==> config.mk <==
export PLATFORM = sky130hd
export DESIGN_NAME = rightmost_bits_pipeline
export DESIGN_NICKNAME = d
export VERILOG_FILES = /design/src/rtl/rightmost_bits_pkg.sv /design/src/rtl/rightmost_bits_op.sv /design/src/rtl/rightmost_bits_pipeline.sv
export SDC_FILE = /design/constraint.sdc
export NUM_CORES = 1
export LEC_CHECK = 0
export BUFFER_PORTS_ARGS = -buffer_cell sky130_fd_sc_hd__buf_2
export CAP_MARGIN = 20
export CORE_UTILIZATION = 50
export CTS_BUF_LIST = sky130_fd_sc_hd__clkbuf_8
export DETAILED_ROUTE_END_ITERATION = 16
export PLACE_DENSITY = 0.8
export SKIP_LAST_GASP = 1
export SYNTH_ARGS = -nofsm -noshare
export SYNTH_HDL_FRONTEND = slang
export SYNTH_HIERARCHICAL = 1
export SYNTH_SLANG_ARGS = --single-unit
==> constraint.sdc <==
create_clock -name clock -period 2.3 [get_ports clock]
set_input_delay 0.23 -clock clock [delete_from_list [all_inputs] [get_ports clock]]
set_output_delay 0.23 -clock clock [all_outputs]
set_load 0.02 [all_outputs]
==> src/rtl/rightmost_bits_pkg.sv <==
// Shared types for the rightmost-bit manipulation pipeline.
// Holds the opcode enum and opcode width.
package rightmost_bits_pkg;

    localparam int OP_WIDTH = 3;

    typedef enum logic [OP_WIDTH-1:0] {
        OP_OFF_RM1     = 3'd0,
        OP_ON_RM0      = 3'd1,
        OP_OFF_T1      = 3'd2,
        OP_ON_T0       = 3'd3,
        OP_ISO_RM1     = 3'd4,
        OP_ISO_RM0     = 3'd5,
        OP_MASK_T0     = 3'd6,
        OP_MASK_RM0_T1 = 3'd7
    } op_t;

endpackage

==> src/rtl/rightmost_bits_op.sv <==
// Combinational rightmost-bit operator: (x, op) -> result.
// Ports: x (operand), op (op_t select), result (WORD_WIDTH, wraps).
module rightmost_bits_op
    import rightmost_bits_pkg::*;
#(
    parameter int WORD_WIDTH = 8
) (
    input  logic [WORD_WIDTH-1:0] x,
    input  op_t                   op,
    output logic [WORD_WIDTH-1:0] result
);

    localparam logic [WORD_WIDTH-1:0] ONE = {{(WORD_WIDTH-1){1'b0}}, 1'b1};

    logic [WORD_WIDTH-1:0] xm1;
    logic [WORD_WIDTH-1:0] xp1;
    logic [WORD_WIDTH-1:0] neg;

    assign xm1 = x - ONE;
    assign xp1 = x + ONE;
    assign neg = ~x + ONE;

    always_comb begin
        result = '0;
        unique case (op)
            OP_OFF_RM1:     result = x & xm1;
            OP_ON_RM0:      result = x | xp1;
            OP_OFF_T1:      result = x & xp1;
            OP_ON_T0:       result = x | xm1;
            OP_ISO_RM1:     result = x & neg;
            OP_ISO_RM0:     result = ~x & xp1;
            OP_MASK_T0:     result = ~x & xm1;
            OP_MASK_RM0_T1: result = x ^ xp1;
            default:        result = '0;
        endcase
    end

endmodule

==> src/rtl/rightmost_bits_pipeline.sv <==
// 2-stage valid/ready pipeline applying a rightmost-bit op per word.
// Ports: clock, reset_n (async low), in_valid/in_ready/in_word/in_op,
// out_valid/out_ready/out_word/out_zero; zero_count when
// RIGHTMOST_BITS_ZERO_COUNT_EN is defined (saturating zero-result count).
module rightmost_bits_pipeline
    import rightmost_bits_pkg::*;
#(
    parameter int WORD_WIDTH = 8
) (
    input  logic                  clock,
    input  logic                  reset_n,
    input  logic                  in_valid,
    output logic                  in_ready,
    input  logic [WORD_WIDTH-1:0] in_word,
    input  logic [OP_WIDTH-1:0]   in_op,
    output logic                  out_valid,
    input  logic                  out_ready,
    output logic [WORD_WIDTH-1:0] out_word,
    output logic                  out_zero
`ifdef RIGHTMOST_BITS_ZERO_COUNT_EN
    ,
    output logic [WORD_WIDTH-1:0] zero_count
`endif
);

    logic                  s1_valid;
    logic [WORD_WIDTH-1:0] s1_word;
    op_t                   s1_op;

    logic                  s2_valid;
    logic [WORD_WIDTH-1:0] s2_word;
    logic                  s2_zero;

    logic                  s2_loads;
    logic [WORD_WIDTH-1:0] op_result;

    // Stage 2 frees up when empty or draining this cycle; stage 1
    // can then always advance, so in_ready follows s2_loads.
    assign s2_loads = !s2_valid | out_ready;
    assign in_ready = !s1_valid | s2_loads;

    rightmost_bits_op #(
        .WORD_WIDTH(WORD_WIDTH)
    ) u_op (
        .x      (s1_word),
        .op     (s1_op),
        .result (op_result)
    );

    always_ff @(posedge clock or negedge reset_n) begin
        if (!reset_n) begin
            s1_valid <= 1'b0;
            s1_word  <= '0;
            s1_op    <= OP_OFF_RM1;
        end else if (in_ready) begin
            s1_valid <= in_valid;
            if (in_valid) begin
                s1_word <= in_word;
                s1_op   <= op_t'(in_op);
            end
        end
    end

    always_ff @(posedge clock or negedge reset_n) begin
        if (!reset_n) begin
            s2_valid <= 1'b0;
            s2_word  <= '0;
            s2_zero  <= 1'b0;
        end else if (s2_loads) begin
            s2_valid <= s1_valid;
            if (s1_valid) begin
                s2_word <= op_result;
                s2_zero <= (op_result == '0);
            end
        end
    end

    assign out_valid = s2_valid;
    assign out_word  = s2_word;
    assign out_zero  = s2_zero;

`ifdef RIGHTMOST_BITS_ZERO_COUNT_EN
    always_ff @(posedge clock or negedge reset_n) begin
        if (!reset_n) begin
            zero_count <= '0;
        end else if (s2_valid && out_ready && s2_zero
                     && (zero_count != '1)) begin
            zero_count <= zero_count + 1'b1;
        end
    end
`endif

endmodule
==> results of run 1 <==
[area by class of cell]
type / count / area share
clock buffer: 3 / 0.0200
clock inverter: 1 / 0.0146
inverter: 8 / 0.0146
multi-input combinational: 127 / 0.494
sequential: 22 / 0.268
tap: 44 / 0.0267
timing repair buffer: 52 / 0.163
[flip-flops by register name (all words and copies together), names as in the netlist]
register and count:
s1_word 8, out_valid 1, s1_op 3, out_word 8, s1_valid 1, out_zero 1
[stage by stage]
stage,setup slack (ns),setup TNS [ns],total power [W],cells
after floorplan,0.0186,0,0.00101,171
after global placement,0.0650,0,0.00121,245
after detailed placement,-0.0246,-0.0246,0.00124,245
after CTS,0.0108,0,0.00161,251
after global routing,-0.0919,-0.0919,0.00175,257
final,0.0235,0,0.00167,257
[worst max-delay path, stage by stage, from the launching register on]
cell	delay, ns
dfrtp_1	0.42
buf_6	0.15
or3_4	0.34
or3_1	0.36
a31oi_1	0.17
o211ai_1	0.16
nor4_2	0.30
nand4_1	0.12
a21bo_2	0.21
[cell families (layout without fill, tap and decap cells)]
group                      count (synthesis)  count (layout)  share of synthesized area
xor gates and xnor gates                   4               4                     0.0214
and+or+nand+nor                           60              60                      0.225
muxes                                     19              19                      0.154
AOI/OAI and AO/OA                         41              41                      0.179
buffers and inverters                     22              64                     0.0626
adders and majority gates                  3               3                     0.0229
DFF                                       22              22                      0.336
[timing repair]
| action | CTS | global route |
|---|---|---|
| gates cloned | 0 | 1 |
| pin swaps | 1 | 11 |
| setup endpoints to repair | 1 | 1 |
| setup buffers | 1 | 5 |
| gates resized for setup | 1 | 8 |
| hold endpoints to repair | 22 | 0 |
| hold buffers | 1 | 0 |
[synth_stat cells (2+ instances only)]
cell	n
a21oi_1	6
a31oi_1	2
and3_1	2
buf_2	2
clkbuf_1	10
dfrtp_1	22
ha_1	3
inv_1	7
mux2_2	9
mux2_4	10
nand2_1	10
nand2b_1	5
nand3_1	3
nand4_1	7
nor2_1	5
nor3_1	4
nor4_1	4
nor4b_1	3
o2111ai_1	2
o211ai_1	4
o21ai_0	8
o21bai_1	2
o22ai_1	2
or3_1	6
or4_1	2
xnor2_1	2
xor2_1	2
[worst min path at each step]
| stage | startpoint | to | slack, ns | depth (start not counted) |
|---|---|---|---|---|
| finish | in_op[2] | s1_op[2] | 0.19 | 2 |
| global route | in_word[6] | s1_word[6] | 0.19 | 2 |
| CTS | in_op[2] | s1_op[2] | 0.19 | 2 |
| detailed placement | reset_n | s1_op[1] | 0.22 | 1 |
| global placement | reset_n | s1_op[1] | 0.21 | 1 |
| floorplan | reset_n | out_valid | -0.07 | 0 |
[per-layer routing]
| layer | track usage | vias up | share of wire |
|---|---|---|---|
| met5 | 0 | - | 0 |
| met4 | 0.116 | 0 | 0.030 |
| met3 | 0.0284 | 17 | 0.074 |
| met2 | 0.387 | 93 | 0.48 |
| met1 | 0.369 | 756 | 0.42 |
| li1 | - | 735 | - |
[cells in the final DEF, fill, tap and decap left out, drive strengths merged, types with 3 or more instances in the layout]
master	synthesis	layout
buf	3	51
dfrtp	22	22
mux2	19	19
nand2	12	12
o21ai	8	8
nand4	7	7
inv	7	7
a21oi	6	6
or3	6	6
nand2b	5	5
nor2	5	5
nor3	4	4
o211ai	4	4
nor4	4	4
clkbuf	11	3
nor4b	3	3
ha	3	3
nand3	3	3
[power breakdown]
part / switching (W) / leakage [nW] / internal (W) / total, W
Sequential: 0.0000686 / 0.261 / 0.000473 / 0.000541
Clock: 0.000132 / 0.0357 / 0.000233 / 0.000365
Combinational: 0.000419 / 0.632 / 0.000349 / 0.000767
Total: 0.000620 / 0.929 / 0.00105 / 0.00167
==> impl_metrics.tcl, run 1 <==
set metrics [dict create \
    clock_latency_ns 0.27 \
    area_growth_pct 25.8 \
    final_layout_size_suffix_gt1_frac 0.408 \
    synthCells 171 \
    gp_congestion 1.02 \
    first_pass_iters 4 \
    post-route-util 0.670 \
    post_dp_cell_area_mm2 0.00189 \
    worstRegToRegCells 8 \
    die_h_um 59.2 \
    antenna_left 0 \
    synth_seq_cells 22 \
    rrSetupSlack_ns 0.02 \
    clk_pin_slew_ns 0.08 \
    power.density_mw_per_mm2 812 \
    finalHoldViolCount 0 \
    grt_pass1_vias 1398 \
    final.setup_skew_ns 0.00154 \
    yosys_warnings 6 \
    hpwl_um 3060 \
    synthFlopType "dfrtp_1" \
    yosysSeqAreaShare 0.336 \
    initial_utilization 0.532 \
    portBuffers 25 \
    crit_end "out_zero" \
    power.leakage_nw 0.929 \
    rsz0062_at_grt "yes" \
    cp-end-kind "register" \
    synth_cell_types 54 \
    synth_nets 189 \
    synthArstFlopShare 1.00 \
    drt_iter0_drc 157 \
    htree_levels 1 \
    antenna_cells 0 \
    die_width_um 59.2 \
    synth-edff-count 0 \
    drc 0 \
    maxCapViolCount 0 \
    outcome "finished, final reports clean" \
    routed-via-count 1601 \
    coreArea_mm2 0.00308 \
    post-route-period-util 0.990 \
    vias_per_cell 6.23 \
    seq_area_um2 552 \
    fillerInstances 244 \
    final_nets 232 \
    start_kind "register" \
    track_usage 0.257 \
    r2r-start "s1_word[0]" \
    ir_worst_vdd_uv 458 \
    slew_violations 0 \
    multi_input_area_mm2 0.00102 \
    grt_pass1_wl_um 6720 \
    fmax_mhz 439 \
    crit_path_start "s1_word[0]" \
    finalSetupViolCount 0 \
    antenna_found_initial 0 \
    hold_path.class "in2reg" \
    cts_tree "yes" \
    holdWs_ns 0.185 \
    worst_r2r_endpoint "out_zero" \
    synth_area_per_cell_um2 9.58 \
    syn_area_mm2 0.00164 \
    path_max_fanout 5 \
    synth_top_cell_by_area "dfrtp_1" \
    period_needed_ns 2.28 \
    clk_path_buf_depth 2 \
    fin_area_mm2 0.00206 \
    cts_root_buffer "clkbuf_8" \
    synth_area_leaders "dfrtp_1 (34%), mux2_4 (9.2%), mux2_2 (6.2%)" \
    synth_top_area_frac 0.336 \
    grt_overflow 0 \
    path_class "reg2reg" \
    routedWlPerCell_um 16.9 \
    cts.sinks 22 \
    grt_max_degree 23 \
    wl_um 4350 \
    worst_pin_slew_ns 0.503 \
    io_pins 26 \
    slew_headroom 0.663 \
    rows 20 \
    crit_required_ns 2.51 \
    die_area_mm2 0.00351 \
    crit_arrival_ns 2.49 \
    numCtsBuffers 3 \
]
No activity file was read; power rests on OpenSTA's default activity.
==> run 2: changes to the inputs <==
--- a/config.mk
+++ b/config.mk
@@ -6,11 +6,10 @@
 export NUM_CORES = 1
 export LEC_CHECK = 0
 export BUFFER_PORTS_ARGS = -buffer_cell sky130_fd_sc_hd__buf_2
-export CAP_MARGIN = 20
-export CORE_UTILIZATION = 50
+export CORE_UTILIZATION = 46
 export CTS_BUF_LIST = sky130_fd_sc_hd__clkbuf_8
 export DETAILED_ROUTE_END_ITERATION = 16
-export PLACE_DENSITY = 0.8
+export PLACE_DENSITY = 0.75
 export SKIP_LAST_GASP = 1
 export SYNTH_ARGS = -nofsm -noshare
 export SYNTH_HDL_FRONTEND = slang
==> constraint.sdc (replaced) <==
create_clock -name clock -period 1.9 [get_ports clock]
set_input_delay 0.19 -clock clock [delete_from_list [all_inputs] [get_ports clock]]
set_output_delay 0.19 -clock clock [all_outputs]
set_load 0.02 [all_outputs]
==> run 2 against run 1 <==
  * The run now ends with setup timing left
  * Via count rose by 8.4%
  * Die area rose by 8.4%
  * Worst hold slack got worse by 0.031 ns
  * Power rose by 36%
  * Combinational power rose by 54%
  * Final area rose by 16%
  * Wire length rose by 20%
  * Critical path type unchanged
  * Critical endpoint unchanged
  * Largest power group unchanged
==> impl_metrics.tcl, run 2 (same netlist as run 1, synthesis figures left out) <==
set metrics [dict create \
    drt_iter0_drc 169 \
    area_growth_pct 45.5 \
    maxCapViolCount 0 \
    initial_utilization 0.487 \
    power.density_mw_per_mm2 952 \
    dpl.cell_count 276 \
    stdcell_count 286 \
    holdWs_ns 0.154 \
    rrSetupSlack_ns -0.45 \
    whs_path_depth 2 \
    rsz0062_at_grt "yes" \
    cp-end-kind "register" \
    first_pass_iters 4 \
    grt_pass1_wl_um 8050 \
    die_width_um 61.7 \
    slew_headroom 0.667 \
    drc 0 \
    violations "setup timing" \
    min_from "in_word[7]" \
    grt_busiest_layer "met2" \
    clock_latency_ns 0.26 \
    use_met3 0.0462 \
    slew_violations 0 \
    die_h_um 61.7 \
    track_usage 0.296 \
    post-route-period-util 1.23 \
    final_nets 259 \
    cts_tree "yes" \
    grt_overflow 0 \
    cp_common_cell "nand4_1" \
    hold_path_end "s1_word[7]" \
    wl_um 5220 \
    antenna_left 0 \
    path_delay_family "simple AND/OR/NAND/NOR gates" \
    outcome "finished with violations" \
    routed-via-count 1736 \
    crit_slowest_cell "or4_4" \
    fin_ws_ns -0.445 \
    ir_worst_vdd_uv 862 \
    grt_pass1_vias 1673 \
    power.leakage_nw 1.08 \
    crit_chain "buf_6 > or3_4 > or4_4 > o2111ai_2 > nand4_1 > nor4_2 > nand4_1 > a21bo_2" \
    antenna_found_initial 0 \
    io_pins 26 \
    path_max_fanout 2 \
    crit_path_max_incr_delay_ns 0.43 \
    worst_r2r_endpoint "out_zero" \
    coreArea_mm2 0.00336 \
    vias_per_cell 6.07 \
    routedWlPerCell_um 18.3 \
    cts_root_buffer "clkbuf_8" \
    r2r-start "s1_word[3]" \
    portBuffers 25 \
    fin_area_mm2 0.00238 \
    die_area_mm2 0.00380 \
    post_dp_cell_area_mm2 0.00213 \
    grt_max_degree 23 \
    worst-path-buf-inv 1 \
    final_layout_size_suffix_gt1_frac 0.529 \
    antenna_cells 0 \
    hold_path.class "in2reg" \
    numCtsBuffers 3 \
    cts.sinks 22 \
    period_needed_ns 2.35 \
    htree_levels 1 \
    finalSetupViolCount 7 \
    finalHoldViolCount 0 \
    final_common_cell "buf_4" \
    start_kind "register" \
    hpwl_um 3560 \
    grtUsageMet1 0.384 \
    fmax_mhz 426 \
    fin_tns_setup_ns -1.69 \
    fillerInstances 260 \
    worst_pin_slew_ns 0.500 \
    worstRegToRegCells 8 \
    path_class "reg2reg" \
    gp_congestion 0.981 \
    post-route-util 0.709 \
    crit_arrival_ns 2.56 \
    clk_pin_slew_ns 0.08 \
    clk_path_buf_depth 2 \
    rows 21 \
    mostFrequentLayoutCells "buf_4 (46), buf_2 (25), dfrtp_1 (21), mux2_4 (10), nand2_1 (10)" \
    final.setup_skew_ns 0.00350 \
    met2_usage 0.493 \
    crit_required_ns 2.11 \
]
==> run 2: cell count changes in the layout (fill, tap and decap cells not counted), sizes merged <==
cell and delta:
buf +27
==> run 2: metal layers <==
metal	vias up	wire [µm]
met5	-	0
met4	0	165
met3	19	286
met2	76	2650
met1	855	2120
li1	786	-
==> run 2: where the power goes <==
group	total [W]	switching, W	leakage [nW]	internal [W]
registers	0.000658	0.0000858	0.261	0.000572
logic	0.00118	0.000598	0.781	0.000578
clock network	0.000435	0.000153	0.0357	0.000281
total	0.00227	0.000837	1.08	0.00143
==> run 2: layout make-up <==
type | instances | area (µm²) | share of cell area
multi-input cells | 127 | 1110 | 0.465
repair buffers | 79 | 559 | 0.235
flip-flops and latches | 22 | 552 | 0.231
well taps | 46 | 57.6 | 0.0241
clock buffers | 3 | 41.3 | 0.0173
inverters | 8 | 35.0 | 0.0147
clock inverters | 1 | 30.0 | 0.0126
==> run 2: worst max path at each step <==
stage,from,end,depth (start not counted)
finish,s1_word[3],out_zero,8
global route,s1_word[3],out_zero,8
CTS,s1_word[3],out_zero,8
detailed placement,s1_word[2],out_zero,8
global placement,s1_word[2],out_zero,8
floorplan,s1_word[2],out_zero,8
==> run 2: worst reg2reg max path: stages (launching register included) <==
cell and delay [ns]:
dfrtp_1 0.40, buf_6 0.12, or3_4 0.38, or4_4 0.43
o2111ai_2 0.11, nand4_1 0.22, nor4_2 0.32, nand4_1 0.12
a21bo_2 0.20
==> run 2: what timing repair did <==
item | CTS | global route
hold buffers | 1 | 0
endpoints found under the setup margin | 8 | 7
buffers inserted | 4 | 1
hold endpoints to repair | 22 | 0
resized for setup | 18 | 10
pin swaps | 6 | 16
==> run 2: stage by stage <==
stage	power [W]	setup slack [ns]
after detailed placement	0.00168	-0.420
after floorplan	0.00124	-0.319
after global routing	0.00239	-0.494
after global placement	0.00163	-0.316
after CTS	0.00221	-0.366
final	0.00227	-0.445
==> run 3: changes to the inputs <==
--- a/config.mk
+++ b/config.mk
@@ -10,6 +10,7 @@
 export CTS_BUF_LIST = sky130_fd_sc_hd__clkbuf_8
 export DETAILED_ROUTE_END_ITERATION = 16
 export PLACE_DENSITY = 0.75
+export REMOVE_ABC_BUFFERS = 1
 export SKIP_LAST_GASP = 1
 export SYNTH_ARGS = -nofsm -noshare
 export SYNTH_HDL_FRONTEND = slang
==> run 3 against run 2 <==
  * The run still ends with setup timing left
  * First-iteration DRC count is 34% lower
  * Sequential cell count stayed put
  * Worst setup slack better by 0.075 ns
  * Core utilization is 1.5 points lower
  * Sequential power is 0.6% lower
  * Count of clock-buffer cells in the layout stayed put
  * Fmax is 3.3% higher
  * Highest routed layer unchanged
  * Non-clock buffer count is 1 lower
  * Final area is 2.0% lower
==> impl_metrics.tcl, run 3 (same netlist as run 1, synthesis figures left out) <==
set metrics [dict create \
    period_needed_ns 2.27 \
    fin_tns_setup_ns -1.76 \
    io_pins 26 \
    finalHoldViolCount 0 \
    p_total_w 0.00222 \
    post-route-period-util 1.19 \
    cp_common_cell "nand4_1" \
    vias_per_cell 6.03 \
    drt_iter0_drc 112 \
    antenna_left 0 \
    clockPowerShare 0.195 \
    finalSetupViolCount 7 \
    violations "setup timing" \
    grt_max_degree 23 \
    grt_pass1_wl_um 7460 \
    antenna_found_initial 0 \
    first_pass_iters 4 \
    crit_arrival_ns 2.48 \
    antenna_cells 0 \
    power.leakage_nw 1.07 \
    seqPwrFrac 0.294 \
    routedWlPerCell_um 17.0 \
    numCtsBuffers 3 \
    gp_congestion 0.954 \
    ir_worst_vdd_uv 625 \
    worst_pin_slew_ns 0.485 \
    hold_path.class "in2reg" \
    rsz0062_at_grt "yes" \
    hpwl_um 3300 \
    clock_latency_ns 0.26 \
    p_int_w 0.00142 \
    coreArea_mm2 0.00336 \
    rrSetupSlack_ns -0.37 \
    routed-via-count 1718 \
    stdcell_count 285 \
    fin_ws_ns -0.370 \
    track_usage 0.270 \
    dpl.cell_count 271 \
    power.density_mw_per_mm2 952 \
    crit_required_ns 2.11 \
    p_sw_frac 0.359 \
    initial_utilization 0.487 \
    crit_slowest_cell "dfrtp_1" \
    cts_tree "yes" \
    fillerInstances 260 \
    power_frac_comb 0.511 \
    p_sw_w 0.000798 \
    die_h_um 61.7 \
    area_growth_pct 42.6 \
    fmax_mhz 440 \
    drc 0 \
    cts.sinks 22 \
    clk_pin_slew_ns 0.08 \
    outcome "finished with violations" \
    final.setup_skew_ns 0.00700 \
    final_layout_size_suffix_gt1_frac 0.510 \
    maxCapViolCount 0 \
    slew_violations 0 \
    htree_levels 1 \
    final_common_cell "buf_4" \
    portBuffers 25 \
    rows 21 \
    path_class "reg2reg" \
    path_max_fanout 5 \
    grt_overflow 0 \
    start_kind "register" \
    cts_root_buffer "clkbuf_8" \
    mostFrequentLayoutCells "buf_4 (46), buf_2 (25), dfrtp_1 (22), mux2_4 (10), nand2_1 (10)" \
    crit_path_max_incr_delay_ns 0.41 \
    cp-end-kind "register" \
    final_nets 258 \
    crit_chain "buf_4 > or3_1 > or4_1 > o2111ai_1 > nand4_1 > nor4_2 > nand4_1 > a21bo_2" \
    grt_pass1_vias 1661 \
    slew_headroom 0.677 \
    die_width_um 61.7 \
    wl_um 4850 \
    clk_path_buf_depth 2 \
    die_area_mm2 0.00380 \
]
-- run 3: worst max-delay path: cells and delay by family (launching register included) --
family	cells	cell delay [ns]
AOI/OAI and AO/OA	2	0.31
buffers and inverters	1	0.16
DFF	1	0.41
and+or+nand+nor	5	1.33
-- run 3: metrics by stage --
step	cell area [µm²]	setup WS [ns]	hold slack (ns)	utilization
6_report	2330	-0.370	0.148	0.694
5_1_grt	2330	-0.449	0.145	0.694
4_1_cts	2260	-0.376	0.145	0.673
3_5_place_dp	2070	-0.414	0.177	0.616
3_3_place_gp	2070	-0.335	0.161	0.616
2_1_floorplan	1570	-0.455	-0.106	-
-- run 3: repair_timing --
| action | CTS | global route |
|---|---|---|
| hold buffers | 1 | 0 |
| pin swaps | 12 | 13 |
| buffers inserted | 7 | 2 |
| setup endpoints to repair | 7 | 8 |
| hold endpoints to repair | 22 | 0 |
| gates cloned | 0 | 0 |
| resized for setup | 11 | 15 |
-- run 3: final cells by class --
| class | instances | area [µm²] | area share |
|---|---|---|---|
| Multi-Input combinational cell | 127 | 1080 | 0.461 |
| Sequential cell | 22 | 551 | 0.236 |
| Timing Repair Buffer | 78 | 548 | 0.235 |
| Tap cell | 46 | 57.6 | 0.0247 |
| Clock buffer | 3 | 41.3 | 0.0177 |
| Clock inverter | 1 | 30.0 | 0.0129 |
| Inverter | 8 | 30.0 | 0.0129 |
-- run 3: power by group through the flow --
stage	logic [W]	registers (W)	clock network, W
after detailed placement	0.000972	0.000659	0
final	0.00114	0.000654	0.000432
after floorplan	0.000394	0.000792	0
after global routing	0.00122	0.000667	0.000458
after global placement	0.000948	0.000648	0
after CTS	0.00106	0.000647	0.000441
-- run 3: metal layers --
layer / GRT usage / part of all wire / vias to the layer above
met5: 0 / 0 / -
met4: 0.124 / 0.034 / 0
met3: 0.0504 / 0.057 / 25
met2: 0.469 / 0.52 / 80
met1: 0.320 / 0.39 / 829
li1: - / - / 784
-- run 3: path summary, 6_finish.rpt --
kind | startpoint | depth (start not counted) | endpoint
worst max-delay path | s1_word[2] | 8 | out_zero
worst min-delay path | in_word[5] | 2 | s1_word[5]
min in group asynchronous | reset_n | 2 | out_word[4]
worst max register to register | s1_word[2] | 8 | out_zero
max in group asynchronous | reset_n | 2 | out_word[7]
worst min register to register | out_zero | 1 | out_zero
